===== src/rtl/div_pkg.sv =====
// Shared types and constants for the iterative restoring divider.
package div_pkg;

   localparam int MAX_WIDTH = 128;

   typedef enum logic [1:0] {
      IDLE = 2'd0,
      BUSY = 2'd1,
      DONE = 2'd2
   } state_t;

   // Quotient reported for a zero divisor: all ones in the low w bits.
   function automatic logic [MAX_WIDTH-1:0] zero_div_quotient(input int w);
      return {MAX_WIDTH{1'b1}} >> (MAX_WIDTH - w);
   endfunction

endpackage


===== src/rtl/div_seq_if.sv =====
// Operand/result handshake bundle for div_seq; master is the producer/consumer side.
interface div_seq_if #(
   parameter int WIDTH = 32
);
   logic             in_valid;
   logic             in_ready;
   logic [WIDTH-1:0] dividend;
   logic [WIDTH-1:0] divisor;
   logic             out_valid;
   logic             out_ready;
   logic [WIDTH-1:0] quotient;
   logic [WIDTH-1:0] remainder;
   logic             div_by_zero;

   modport master (
      output in_valid, dividend, divisor, out_ready,
      input  in_ready, out_valid, quotient, remainder, div_by_zero
   );

   modport slave (
      input  in_valid, dividend, divisor, out_ready,
      output in_ready, out_valid, quotient, remainder, div_by_zero
   );
endinterface


===== src/rtl/div_step.sv =====
// One restoring-division iteration: shift in the next dividend bit, trial-subtract D.
module div_step #(
   parameter int WIDTH = 32
) (
   input  logic [WIDTH:0]   r,
   input  logic             q_msb,
   input  logic [WIDTH-1:0] d,
   output logic [WIDTH:0]   r_next,
   output logic             q_bit
);
   logic signed [WIDTH+1:0] trial;

   // Two guard bits keep the trial difference's sign bit separate from the remainder range.
   assign trial  = $signed({r, q_msb}) - $signed({2'b00, d});
   assign q_bit  = ~trial[WIDTH+1];
   assign r_next = q_bit ? trial[WIDTH:0] : {r[WIDTH-1:0], q_msb};
endmodule


===== src/rtl/div_seq.sv =====
// Unsigned radix-2 restoring divider, one quotient bit per cycle, valid/ready on both sides.
module div_seq
   import div_pkg::*;
#(
   parameter  int WIDTH = 32,
   localparam int CNT_W = $clog2(WIDTH + 1)
) (
   input  logic     clk,
   input  logic     rst_n,
   div_seq_if.slave bus
);
   localparam logic [MAX_WIDTH-1:0] ZDQ_FULL = zero_div_quotient(WIDTH);
   localparam logic [WIDTH-1:0]     ZDQ      = ZDQ_FULL[WIDTH-1:0];
   localparam logic [CNT_W-1:0]     LAST     = CNT_W'(WIDTH - 1);

   state_t             state;
   logic [CNT_W-1:0]   cnt;
   logic [WIDTH:0]     r;
   logic [WIDTH-1:0]   q;
   logic [WIDTH-1:0]   d;
   logic [WIDTH:0]     r_next;
   logic               q_bit;
   logic [WIDTH-1:0]   q_next;
   logic               in_ready;
   logic               out_valid;
   logic [WIDTH-1:0]   quotient;
   logic [WIDTH-1:0]   remainder;
   logic               div_by_zero;

   div_step #(.WIDTH(WIDTH)) u_step (
      .r      (r),
      .q_msb  (q[WIDTH-1]),
      .d      (d),
      .r_next (r_next),
      .q_bit  (q_bit)
   );

   assign q_next = {q[WIDTH-2:0], q_bit};

   always_ff @(posedge clk or negedge rst_n) begin
      if (!rst_n) begin
         state       <= IDLE;
         cnt         <= '0;
         r           <= '0;
         q           <= '0;
         d           <= '0;
         in_ready    <= 1'b1;
         out_valid   <= 1'b0;
         quotient    <= '0;
         remainder   <= '0;
         div_by_zero <= 1'b0;
      end else begin
         case (state)
            IDLE: begin
               if (bus.in_valid) begin
                  q        <= bus.dividend;
                  d        <= bus.divisor;
                  r        <= '0;
                  cnt      <= '0;
                  in_ready <= 1'b0;
                  // A zero divisor skips the iteration and reports immediately.
                  if (bus.divisor == '0) begin
                     state       <= DONE;
                     out_valid   <= 1'b1;
                     quotient    <= ZDQ;
                     remainder   <= bus.dividend;
                     div_by_zero <= 1'b1;
                  end else begin
                     state <= BUSY;
                  end
               end
            end
            BUSY: begin
               r   <= r_next;
               q   <= q_next;
               cnt <= cnt + CNT_W'(1);
               if (cnt == LAST) begin
                  state       <= DONE;
                  out_valid   <= 1'b1;
                  quotient    <= q_next;
                  remainder   <= r_next[WIDTH-1:0];
                  div_by_zero <= 1'b0;
               end
            end
            DONE: begin
               // Results stay on the outputs after the handshake; only out_valid drops.
               if (bus.out_ready) begin
                  state     <= IDLE;
                  out_valid <= 1'b0;
                  in_ready  <= 1'b1;
               end
            end
            default: begin
               state     <= IDLE;
               out_valid <= 1'b0;
               in_ready  <= 1'b1;
            end
         endcase
      end
   end

   assign bus.in_ready    = in_ready;
   assign bus.out_valid   = out_valid;
   assign bus.quotient    = quotient;
   assign bus.remainder   = remainder;
   assign bus.div_by_zero = div_by_zero;
endmodule


===== src/flat_wrapper.sv =====
// flat-port wrapper written by rule: the top's interface ports become plain ports
module div_seq_flat import div_pkg::*;
#(
   parameter  int WIDTH = 32,
   localparam int CNT_W = $clog2(WIDTH + 1)
)
  (clk, rst_n, bus_in_valid, bus_dividend, bus_divisor, bus_out_ready, bus_in_ready, bus_out_valid, bus_quotient, bus_remainder, bus_div_by_zero);
  div_seq_if #(.WIDTH(WIDTH)) bus_i ();
  input  logic clk;
  input  logic rst_n;
  input wire logic [$bits(bus_i.in_valid)-1:0] bus_in_valid;
  input wire logic [$bits(bus_i.dividend)-1:0] bus_dividend;
  input wire logic [$bits(bus_i.divisor)-1:0] bus_divisor;
  input wire logic [$bits(bus_i.out_ready)-1:0] bus_out_ready;
  output wire logic [$bits(bus_i.in_ready)-1:0] bus_in_ready;
  output wire logic [$bits(bus_i.out_valid)-1:0] bus_out_valid;
  output wire logic [$bits(bus_i.quotient)-1:0] bus_quotient;
  output wire logic [$bits(bus_i.remainder)-1:0] bus_remainder;
  output wire logic [$bits(bus_i.div_by_zero)-1:0] bus_div_by_zero;
  assign bus_i.in_valid = bus_in_valid;
  assign bus_i.dividend = bus_dividend;
  assign bus_i.divisor = bus_divisor;
  assign bus_i.out_ready = bus_out_ready;
  assign bus_in_ready = bus_i.in_ready;
  assign bus_out_valid = bus_i.out_valid;
  assign bus_quotient = bus_i.quotient;
  assign bus_remainder = bus_i.remainder;
  assign bus_div_by_zero = bus_i.div_by_zero;
  div_seq #(.WIDTH(WIDTH)) u_core (.clk(clk), .rst_n(rst_n), .bus(bus_i));
endmodule

===== config.mk =====
export PLATFORM = sky130hd
export DESIGN_NAME = div_seq_flat
export DESIGN_NICKNAME = d
export VERILOG_FILES = /design/src/rtl/div_pkg.sv /design/src/rtl/div_seq_if.sv /design/src/rtl/div_step.sv /design/src/rtl/div_seq.sv /design/src/flat_wrapper.sv
export SDC_FILE = /design/constraint.sdc
export NUM_CORES = 1
export LEC_CHECK = 0
export CORE_ASPECT_RATIO = 0.75
export CORE_MARGIN = 3
export CORE_UTILIZATION = 48
export DETAILED_ROUTE_END_ITERATION = 7
export GPL_TIMING_DRIVEN = 0
export MAX_ROUTING_LAYER = met4
export PLACE_DENSITY = 0.72
export SLEW_MARGIN = 20
export SYNTH_ARGS = -nofsm -noshare
export SYNTH_HDL_FRONTEND = slang
export SYNTH_SLANG_ARGS = --single-unit

===== constraint.sdc =====
create_clock -name clk -period 6.2 [get_ports clk]
set_clock_uncertainty 0.05 [all_clocks]
set_input_delay 1.24 -clock clk [delete_from_list [all_inputs] [get_ports clk]]
set_output_delay 1.24 -clock clk [all_outputs]
set_load 0.03 [all_outputs]

* Yosys cells after proc, flatten, opt, wreduce, memory -nomap -nowiden
Index checks and enable logic that the tools add are counted.
Operators by class: eq/ne operators 7, mux-type cells 30, reduce and logical (&&, ||, !) cells 9, add/sub/neg operators 2, bitwise gates (word level) 2
Operators with widths (number):
- 2-to-1 mux 32 bit | 7
- case mux 32 bit (2 select lines) | 3
- 2-to-1 mux 33 bit | 2
- case mux 33 bit (2 select lines) | 1
- subtractor 34 x 33 -> 34 bit | 1
- zero test 32 bit | 1
- case mux 6 bit (2 select lines) | 1
- 2-to-1 mux 2 bit | 4
- AND reduction 4 bit | 2
- 2-to-1 mux 1 bit | 7
- adder 6 x 1 -> 6 bit, second input constant | 1
- == test 6 x 5 -> 1 bit, second input constant | 1
- 2-to-1 mux 6 bit | 1
- case mux 1 bit (3 select lines) | 2
- case mux 2 bit (3 select lines) | 1
- AND reduction 3 bit | 2
- inequality test 2 x 1 -> 1 bit, second input constant | 2
- inequality test 2 bit, second input constant | 2
- AND reduction 2 bit | 2
- == test 2 x 1 -> 1 bit, second input constant | 1
- == test 2 bit, second input constant | 1
- zero test 2 bit | 1
- inverter 1 bit | 2
- case mux 1 bit (2 select lines) | 1
- nonzero test 2 bit | 1
Storage, ports and cells: word-level logic and storage cells 60, flip-flop bits (word level) 172, output and inout bits 67, input bits 68

* Longest topological paths before layout
Gate-level depths: netlist of the first run.
depth after elaboration 4, depth in mapped cells 14, depth with buffers taken out 13

* Cells and area by module
A second synthesis of the first run with hierarchy kept.
Second synthesis, totals: cell total of the unflattened synthesis 982, area total of the unflattened synthesis 9840.7 µm²
Modules (own cells, without submodules):
- div_seq | instances 1, cells an instance 643, sequential area each 4305.4 µm², area an instance 7559.8 µm²
- div_step | instances 1, cells an instance 339, sequential area each 0.0 µm², area an instance 2280.9 µm²

* Least setup slack after synthesis of the first run
OpenSTA, ideal clock, no wires.
kind input -> register, start point in bus_divisor[24], end point reg u_core.remainder[30], in the netlist u_core.bus.remainder[30], stages 9, setup time 0.121 ns, data arrival time 2.790 ns, path slack 3.238 ns, buffers on the path 1, required time 6.029 ns, path through nor4_1 > nand4_1 > nor2_1 > nor2_1 > or2_2 > nor2_1 > clkbuf_1 > o21ai_0 > o22a_1
Between the ends: longest elaborated chain between the ends 3
RTL lines:
- start: declaration | line flat_wrapper.sv:13 | input wire logic [$bits(bus_i.divisor)-1:0] bus_divisor;
- zero test 32 bit | line div_seq.sv:62 | if (bus.divisor == '0) begin
- inequality test 2 x 1 -> 1 bit (no line)
- AND reduction 4 bit (no line)
- end signal: assignment | line div_seq.sv:66 | remainder <= bus.dividend;
- end signal: assignment | line div_seq.sv:81 | remainder <= r_next[WIDTH-1:0];
- end: declaration | line div_seq.sv:27 | logic [WIDTH-1:0] remainder;
Every way passes these cells. A chain may end at the register's enable or synchronous reset.

* Final worst setup path of the first run
start point in bus_divisor[0], end point reg u_core.remainder[29], in the netlist u_core.bus.remainder[29]
Same word-level chain as after synthesis.

==> metrics.md, run 1 <==
| Metric | Value |
|---|---|
| Max-Cap Viols | 0 |
| Vias per cell | 5.74 |
| Outcome | finished clean |
| Slew headroom | 0.423 |
| IO buf count | 134 |
| WP data required | 6.50 ns |
| Post-Synthesis Cells | slightly above 1000 |
| # IOs | 135 |
| Initial Util | 0.492 |
| Yosys reg bits | 172 |
| Setup repair after global routing missed its margin | false |
| Asr flop ratio synth | 1.00 |
| Switching part of the total | 0.479 |
| GP Congestion | 0.912 |
| WL/cell | about 19 µm |
| Clk slew on worst S/H paths | 0.07 ns |
| Crit share post-route | 0.667 |
| First-pass GRT wire length | 42.5 mm |
| Reg2Reg Launch Point | u_core.q[31]$_DFFE_PN0P_ |
| Multi-input gate area | between 0.004 and 0.005 mm² |
| Sequential area share after synthesis | 0.471 |
| Global route overflow | 0 |
| Total wire length | about 27 mm |
| CTS sink cnt | roughly 170 |
| WP data arrival | 4.44 ns |
| # resized after CTS | 0 |
| Worst IR Drop VDD | 0.292 mV |
| Antenna cells | 0 |
| Drt first pass iters | 5 |
| Clock latency on the worst-skew pair | ~0.44 ns |
| CTS HTree Levels | 4 |
| Vias in the first global route | roughly 8000 |
| Pwr dens | 681 mW/mm² |
| Layout Nets | 1282 |
| Worst hold path type | reg -> reg |
| Post-CTS Setup Inserts | 0 |
| Pins over their slew limit | 0 |
| Hold EP | u_core.bus.remainder[10]$_DFFE_PN0P_ |
| Synth unique cells | 61 |
| Clock Power Share | 0.136 |
| Detail Route Antenna Nets | 0 |
| Initial antenna violation count | 0 |
| Detail Placement HPWL | 20.2 mm |
| Syn Area/Cell | 8.90 µm² |
| Synth area leader | dfrtp_1 |
| Proportion of layout cells with a drive suffix above 1 | 0.0486 |
| Sequential fraction of design power | 0.253 |
| Worst setup EP type | flop |
| Synth warn | 0 |
| Mapped Area | 0.00914 mm² |
| Leakage | approximately 5.2 nW |
| Post-synthesis net count | 1128 |
| Final Hold Viols | 0 |
| EDFF count, synth | 0 |
| Synth area leaders | dfrtp_1 47%, o21ai_0 7.5%, nand2_1 5.2% |
| Vias after detailed routing | 8263 |
| Area growth syn-to-layout | 24.8% |
| Worst-margin pin slew | roughly 0.86 ns |
| Die X | 165 µm |
| Hold path cells | 1 |
| Largest net degree at the start of global routing | 95 |
| Num rows | 43 |
| Critical path type | in -> reg |
| DRT iter0 DRCs | 907 |
| Sequential cell area | between 0.004 and 0.005 mm² |
| # DRC | 0 |
| R2R Setup Slk | 2.31 ns |
| Fin crit period | 4.14 ns |
| Die area | slightly above 0.02 mm² |
| Root Buffer | clkbuf_16 |
| Startpoint types | input port |
| Fmax | 242 MHz |
| TNS Setup | 0 ns |
| Setup violators final | 0 |
| Core area | 0.0186 mm² |
| Int Pwr | about 0.0040 W |
| Worst flop-to-flop path endpoint | u_core.bus.remainder[26]$_DFFE_PN0P_ |
| Cells on worst reg2reg path | 13 |
| Total of fill cells in the finished design | 1660 |
| Clock buffer depth | 2 |
| Combinational share of power | 0.611 |
| Die Y-Extent | about 130 µm |
| Post-synth top area share | 0.468 |
| CTS Hold Bufs | 0 |
| Net load switching power | 0.00372 W |
| CTS buffer count | 17 |
| Gr usage total | 0.270 |
| CTS tree | built |
| Maximum fanout along the worst path | 10 |
| Min Hold Slack | 0.431 ns |
| Min-delay src | u_core.bus.remainder[10]$_DFFE_PN0P_ |
| Synth Flop Type | dfrtp_1 |
| Final Util | 0.614 |
==> worst max-delay path, cell delays in order <==
cell	delay, ns
clkdlybuf4s50_1	0.51
nor4_1	0.45
nand4_1	0.26
nor2_1	0.28
nor2_1	0.11
or2_2	0.33
nor2_1	0.26
clkbuf_1	0.46
nand2_1	0.28
o21ai_0	0.25
==> how the worst max path moves through the flow <==
stage / cells past startpoint / startpoint / endpoint / slack [ns]
6_report: 10 / bus_divisor[0] / u_core.bus.remainder[29]$_DFFE_PN0P_ / 2.06
5_1_grt: 10 / bus_divisor[0] / u_core.bus.remainder[27]$_DFFE_PN0P_ / 1.83
4_1_cts: 10 / bus_divisor[0] / u_core.bus.remainder[29]$_DFFE_PN0P_ / 2.14
3_5_place_dp: 10 / bus_divisor[0] / u_core.bus.remainder[29]$_DFFE_PN0P_ / 1.70
3_3_place_gp: 1 / rst_n / u_core.bus.quotient[27]$_DFFE_PN0P_ / -3.34
2_1_floorplan: 9 / bus_divisor[24] / u_core.bus.remainder[30]$_DFFE_PN0P_ / 3.24
==> area by class of cell <==
cell class | instances | share of cell area
multi-input cells | 749 | 0.385
flip-flops and latches | 172 | 0.378
clock buffers | 18 | 0.0376
repair buffers | 135 | 0.121
clock inverters | 14 | 0.0134
inverters | 44 | 0.0145
well taps | 247 | 0.0271
plain buffers | 61 | 0.0240
==> per-stage QoR <==
| step | setup WS (ns) | std cells | instance area [µm²] | total power, W |
|---|---|---|---|---|
| global route | 1.83 | 1440 | 11400 | 0.00832 |
| floorplan | 3.24 | 1026 | 9140 | 0.00516 |
| global placement | -3.34 | 1407 | 10800 | 0.00656 |
| CTS | 2.14 | 1440 | 11400 | 0.00774 |
| finish | 2.06 | 1440 | 11400 | 0.00777 |
| detailed placement | 1.70 | 1408 | 10800 | 0.00665 |
==> sequential cells by signal (all words and copies together) (netlist names) <==
| signal | cells |
|---|---|
| u_core.q | 32 |
| u_core.state | 2 |
| u_core.cnt | 6 |
| u_core.d | 32 |
| u_core.bus.quotient | 32 |
| u_core.r | 33 |
| u_core.bus.out_valid | 1 |
| u_core.bus.div_by_zero | 1 |
| u_core.bus.in_ready | 1 |
| u_core.bus.remainder | 32 |
==> cell usage after synthesis, types with 4 or more instances <==
library cell	number
o22a_1	5
o211ai_1	6
ha_1	33
nor2_1	117
a21oi_1	55
clkbuf_1	50
o21ai_0	137
a211oi_1	5
and3_1	8
o21a_1	6
nand3_1	13
nor3_1	32
mux2i_1	26
a21o_1	40
nor4_1	10
o31ai_1	6
xnor2_1	20
nand2b_1	7
buf_2	5
xor2_1	11
nor2b_1	11
nand4_1	10
nand2_1	127
dfrtp_1	171
nor3b_1	6
inv_1	44
or3_1	4
a31oi_1	11
==> cell usage in the layout (no fill, tap or decap), drive strengths merged, types with 26 or more instances in the layout <==
| cell | Yosys | routed |
|---|---|---|
| inv | 44 | 51 |
| a21oi | 55 | 55 |
| nor2 | 117 | 117 |
| ha | 33 | 33 |
| dfrtp | 171 | 171 |
| mux2i | 26 | 26 |
| nand2 | 127 | 127 |
| clkdlybuf4s50 | 0 | 133 |
| nor3 | 33 | 33 |
| a21o | 40 | 40 |
| o21ai | 139 | 139 |
| clkbuf | 50 | 68 |
==> logic make-up after synthesis <==
kind of cell | after synthesis | share of synthesized area
adder cells (fa/ha/maj) | 34 | 0.0474
XOR/XNOR | 31 | 0.0297
buffers and inverters | 105 | 0.0481
multiplexers | 29 | 0.0322
AO/OA/AOI/OAI | 297 | 0.196
flip-flops | 172 | 0.471
AND/OR/NAND/NOR | 358 | 0.175
==> per-layer routing <==
layer / GRT usage / up-vias / part of all wire
met1: 0.410 / 4010 / 0.48
met2: 0.379 / 338 / 0.43
met5: - / - / 0
met3: 0.0497 / 34 / 0.073
met4: 0.0562 / 0 / 0.013
li1: - / 3881 / -
==> power groups by stage <==
stage	Clock, W	Combinational, W	Sequential (W)
2_1_floorplan	0	0.00284	0.00232
3_3_place_gp	0	0.00459	0.00197
3_5_place_dp	0	0.00467	0.00198
4_1_cts	0.00107	0.00471	0.00196
5_1_grt	0.00112	0.00519	0.00201
6_report	0.00105	0.00475	0.00196
(Power assumes the default switching activity.)
==> run 2: changes to the inputs <==
==> constraint.sdc (replaced) <==
create_clock -name clk -period 3.91 [get_ports clk]
set_clock_uncertainty 0.05 [all_clocks]
set_input_delay 0.782 -clock clk [delete_from_list [all_inputs] [get_ports clk]]
set_output_delay 0.782 -clock clk [all_outputs]
set_load 0.03 [all_outputs]
==> metrics.md, run 2 (synthesis gave the netlist of run 1 again) <==
| Metric | Value |
|---|---|
| Outcome | finished clean |
| Worst flop-to-flop path endpoint | u_core.bus.remainder[30]$_DFFE_PN0P_ |
| CP endpoint | u_core.bus.remainder[30]$_DFFE_PN0P_ |
| Worst IR Drop VDD | 0.464 mV (+59%) |
| Cells on worst reg2reg path | 13 (unchanged) |
| Drt first pass iters | 6 (+1) |
| Worst setup path startpoint | u_core.q[31]$_DFFE_PN0P_ |
| CTS HTree Levels | 4 (unchanged) |
| Gr usage total | 0.270 (unchanged) |
| Layout Nets | 1282 (unchanged) |
| Clock latency on the worst-skew pair | 0.44 ns (about the same) |
| # IOs | 135 (unchanged) |
| Vias per cell | 5.73 (-0.21%) |
| Reg2Reg Launch Point | u_core.q[31]$_DFFE_PN0P_ |
| Max-Cap Viols | 0 (unchanged) |
| Initial antenna violation count | 0 (unchanged) |
| Overall power | 0.0123 W (+59%) |
| # resized after CTS | 0 (unchanged) |
| Slew headroom | 0.432 (+0.00913) |
| Num rows | 43 (unchanged) |
| Setup WS pre-CTS | -0.128 ns (-1.83 ns) |
| Combinational share of power | 0.612 (about the same) |
| Vias after detailed routing | 8246 (-0.21%) |
| R2R Setup Slk | 0.20 ns (-2.11 ns) |
| Area growth syn-to-layout | 24.9% (about the same) |
| Worst-margin pin slew | 0.848 ns (-0.0136 ns) |
| CTS sink cnt | 172 (unchanged) |
| Core area | 0.0186 mm² (unchanged) |
| Most used cell, CP | inv_1 |
| CTS tree | built |
| Leakage | 5.17 nW (about the same) |
| Global route overflow | 0 (unchanged) |
| DRT iter0 DRCs | 871 (-4.0%) |
| Worst setup EP type | flop |
| GP Congestion | 0.912 (unchanged) |
| Net load switching power | 0.00590 W (+59%) |
| Int Pwr | 0.00642 W (+59%) |
| Most frequent cells in the layout | 171 x dfrtp_1, 137 x o21ai_0, 133 x clkdlybuf4s50_1 |
| Startpoint types | flop |
| Proportion of layout cells with a drive suffix above 1 | 0.0503 (+0.00168) |
| WP data required | 4.19 ns (-2.31 ns) |
| CP max stage cell | a2111oi_2 |
| Fmax | 270 MHz |
| Fin crit period | 3.71 ns |
| Clock Power Share | 0.136 (about the same) |
| Final Util | 0.614 (about the same) |
| CTS buffer count | 17 (unchanged) |
| Post-CTS Setup Inserts | 0 (unchanged) |
| Setup slack after layout | 0.201 ns (-1.86 ns) |
| Clock buffer depth | 2 (unchanged) |
| Switching part of the total | 0.479 (about the same) |
| Worst hold path type | in -> async |
| Setup violators final | 0 (unchanged) |
| Initial Util | 0.492 (unchanged) |
| WP data arrival | 3.99 ns (-0.45 ns) |
| CTS Hold Bufs | 0 (unchanged) |
| Max reg flops | 33 (unchanged) |
| Commonest non-fill, non-tap cell in the layout | dfrtp_1 |
| Sequential fraction of design power | 0.253 (about the same) |
| Pwr dens | 1080 mW/mm² (+59%) |
| Slowest Stage Delay on Critical Path | 0.67 ns (+0.16 ns) |
| Maximum fanout along the worst path | 4 (-6) |
| Detail Placement HPWL | 20.2 mm (unchanged) |
| Die Y-Extent | 125 µm (unchanged) |
| Largest net degree at the start of global routing | 95 (unchanged) |
| CP cell instances | inv_1, ha_1, inv_1, fa_1, a211oi_1, o211ai_1, a2111oi_2, o311ai_1, o31ai_1, xnor2_1, mux2i_1, nor2_1, o22a_1 |
| First-pass GRT wire length | 42.5 mm (unchanged) |
| Largest register by flop count | u_core.r |
| Setup repair after global routing missed its margin | false |
| Critical path type | reg -> reg |
| Final Hold Viols | 0 (unchanged) |
| WL/cell | 18.7 µm (-0.23%) |
| Clk slew on worst S/H paths | 0.07 ns (about the same) |
| Die X | 165 µm (unchanged) |
| Antenna cells | 0 (unchanged) |
| Crit share post-route | 0.949 |
| Root Buffer | clkbuf_16 |
| Pins over their slew limit | 0 (unchanged) |
| Total wire length | 26.9 mm (-0.23%) |
| Die area | 0.0207 mm² (unchanged) |
| Detail Route Antenna Nets | 0 (unchanged) |
| # DRC | 0 (unchanged) |
| Vias in the first global route | 7858 (unchanged) |
| IO buf count | 134 (unchanged) |
[run 2: changes by cell type in the layout (fill, tap and decap cells not counted)]
cell and delta:
clkbuf_2 +1, a211oi_2 +1, clkbuf_1 -1, a211oi_1 -1
[run 2: layout make-up]
type / instances / area [µm²]
buffer: 61 / 275
clock buffer: 18 / 429
clock inverter: 14 / 153
fill: 1659 / 7160
inverter: 44 / 165
multi-input combinational: 749 / 4400
sequential: 172 / 4310
tap: 247 / 309
timing repair buffer: 135 / 1370
[run 2: metrics by stage]
step | setup TNS, ns | std cells | hold slack, ns | area (µm²)
after global routing | 0 | 1440 | 0.371 | 11400
after floorplan | 0 | 1026 | 0.400 | 9140
after global placement | -884.54 | 1407 | 0.409 | 10800
after detailed placement | -0.774 | 1408 | 0.420 | 10800
final | 0 | 1440 | 0.305 | 11400
after CTS | 0 | 1440 | 0.349 | 11400
[run 2: how the worst min path moves through the flow]
stage	startpoint	end
detailed placement	u_core.bus.remainder[8]$_DFFE_PN0P_	u_core.bus.remainder[8]$_DFFE_PN0P_
finish	rst_n	u_core.d[10]$_DFFE_PN0P_
global placement	u_core.bus.remainder[6]$_DFFE_PN0P_	u_core.bus.remainder[6]$_DFFE_PN0P_
floorplan	u_core.d[0]$_DFFE_PN0P_	u_core.d[0]$_DFFE_PN0P_
global route	rst_n	u_core.d[10]$_DFFE_PN0P_
CTS	rst_n	u_core.d[23]$_DFFE_PN0P_
[run 2: layer usage]
layer / share of wire / vias up / GRT usage
met5: 0 / - / -
met4: 0.011 / 0 / 0.0562
met3: 0.071 / 31 / 0.0497
met2: 0.43 / 305 / 0.379
met1: 0.48 / 4030 / 0.410
li1: - / 3880 / -
[run 2: power groups by stage]
stage	registers (W)	logic (W)	clock network, W
3_3_place_gp	0.00312	0.00727	0
3_5_place_dp	0.00313	0.00741	0
2_1_floorplan	0.00368	0.00451	0
5_1_grt	0.00319	0.00824	0.00178
4_1_cts	0.00311	0.00747	0.00170
6_report	0.00312	0.00754	0.00167
[run 2: worst max-delay path, delay by kind of cell (launching register included)]
kind,cells,cell delay [ns]
muxes,1,0.14
buffers and inverters,2,0.12
and+or+nand+nor,1,0.08
AOI/OAI and AO/OA,6,2.13
DFF,1,0.42
adders and majority gates,2,0.58
xor gates and xnor gates,1,0.10
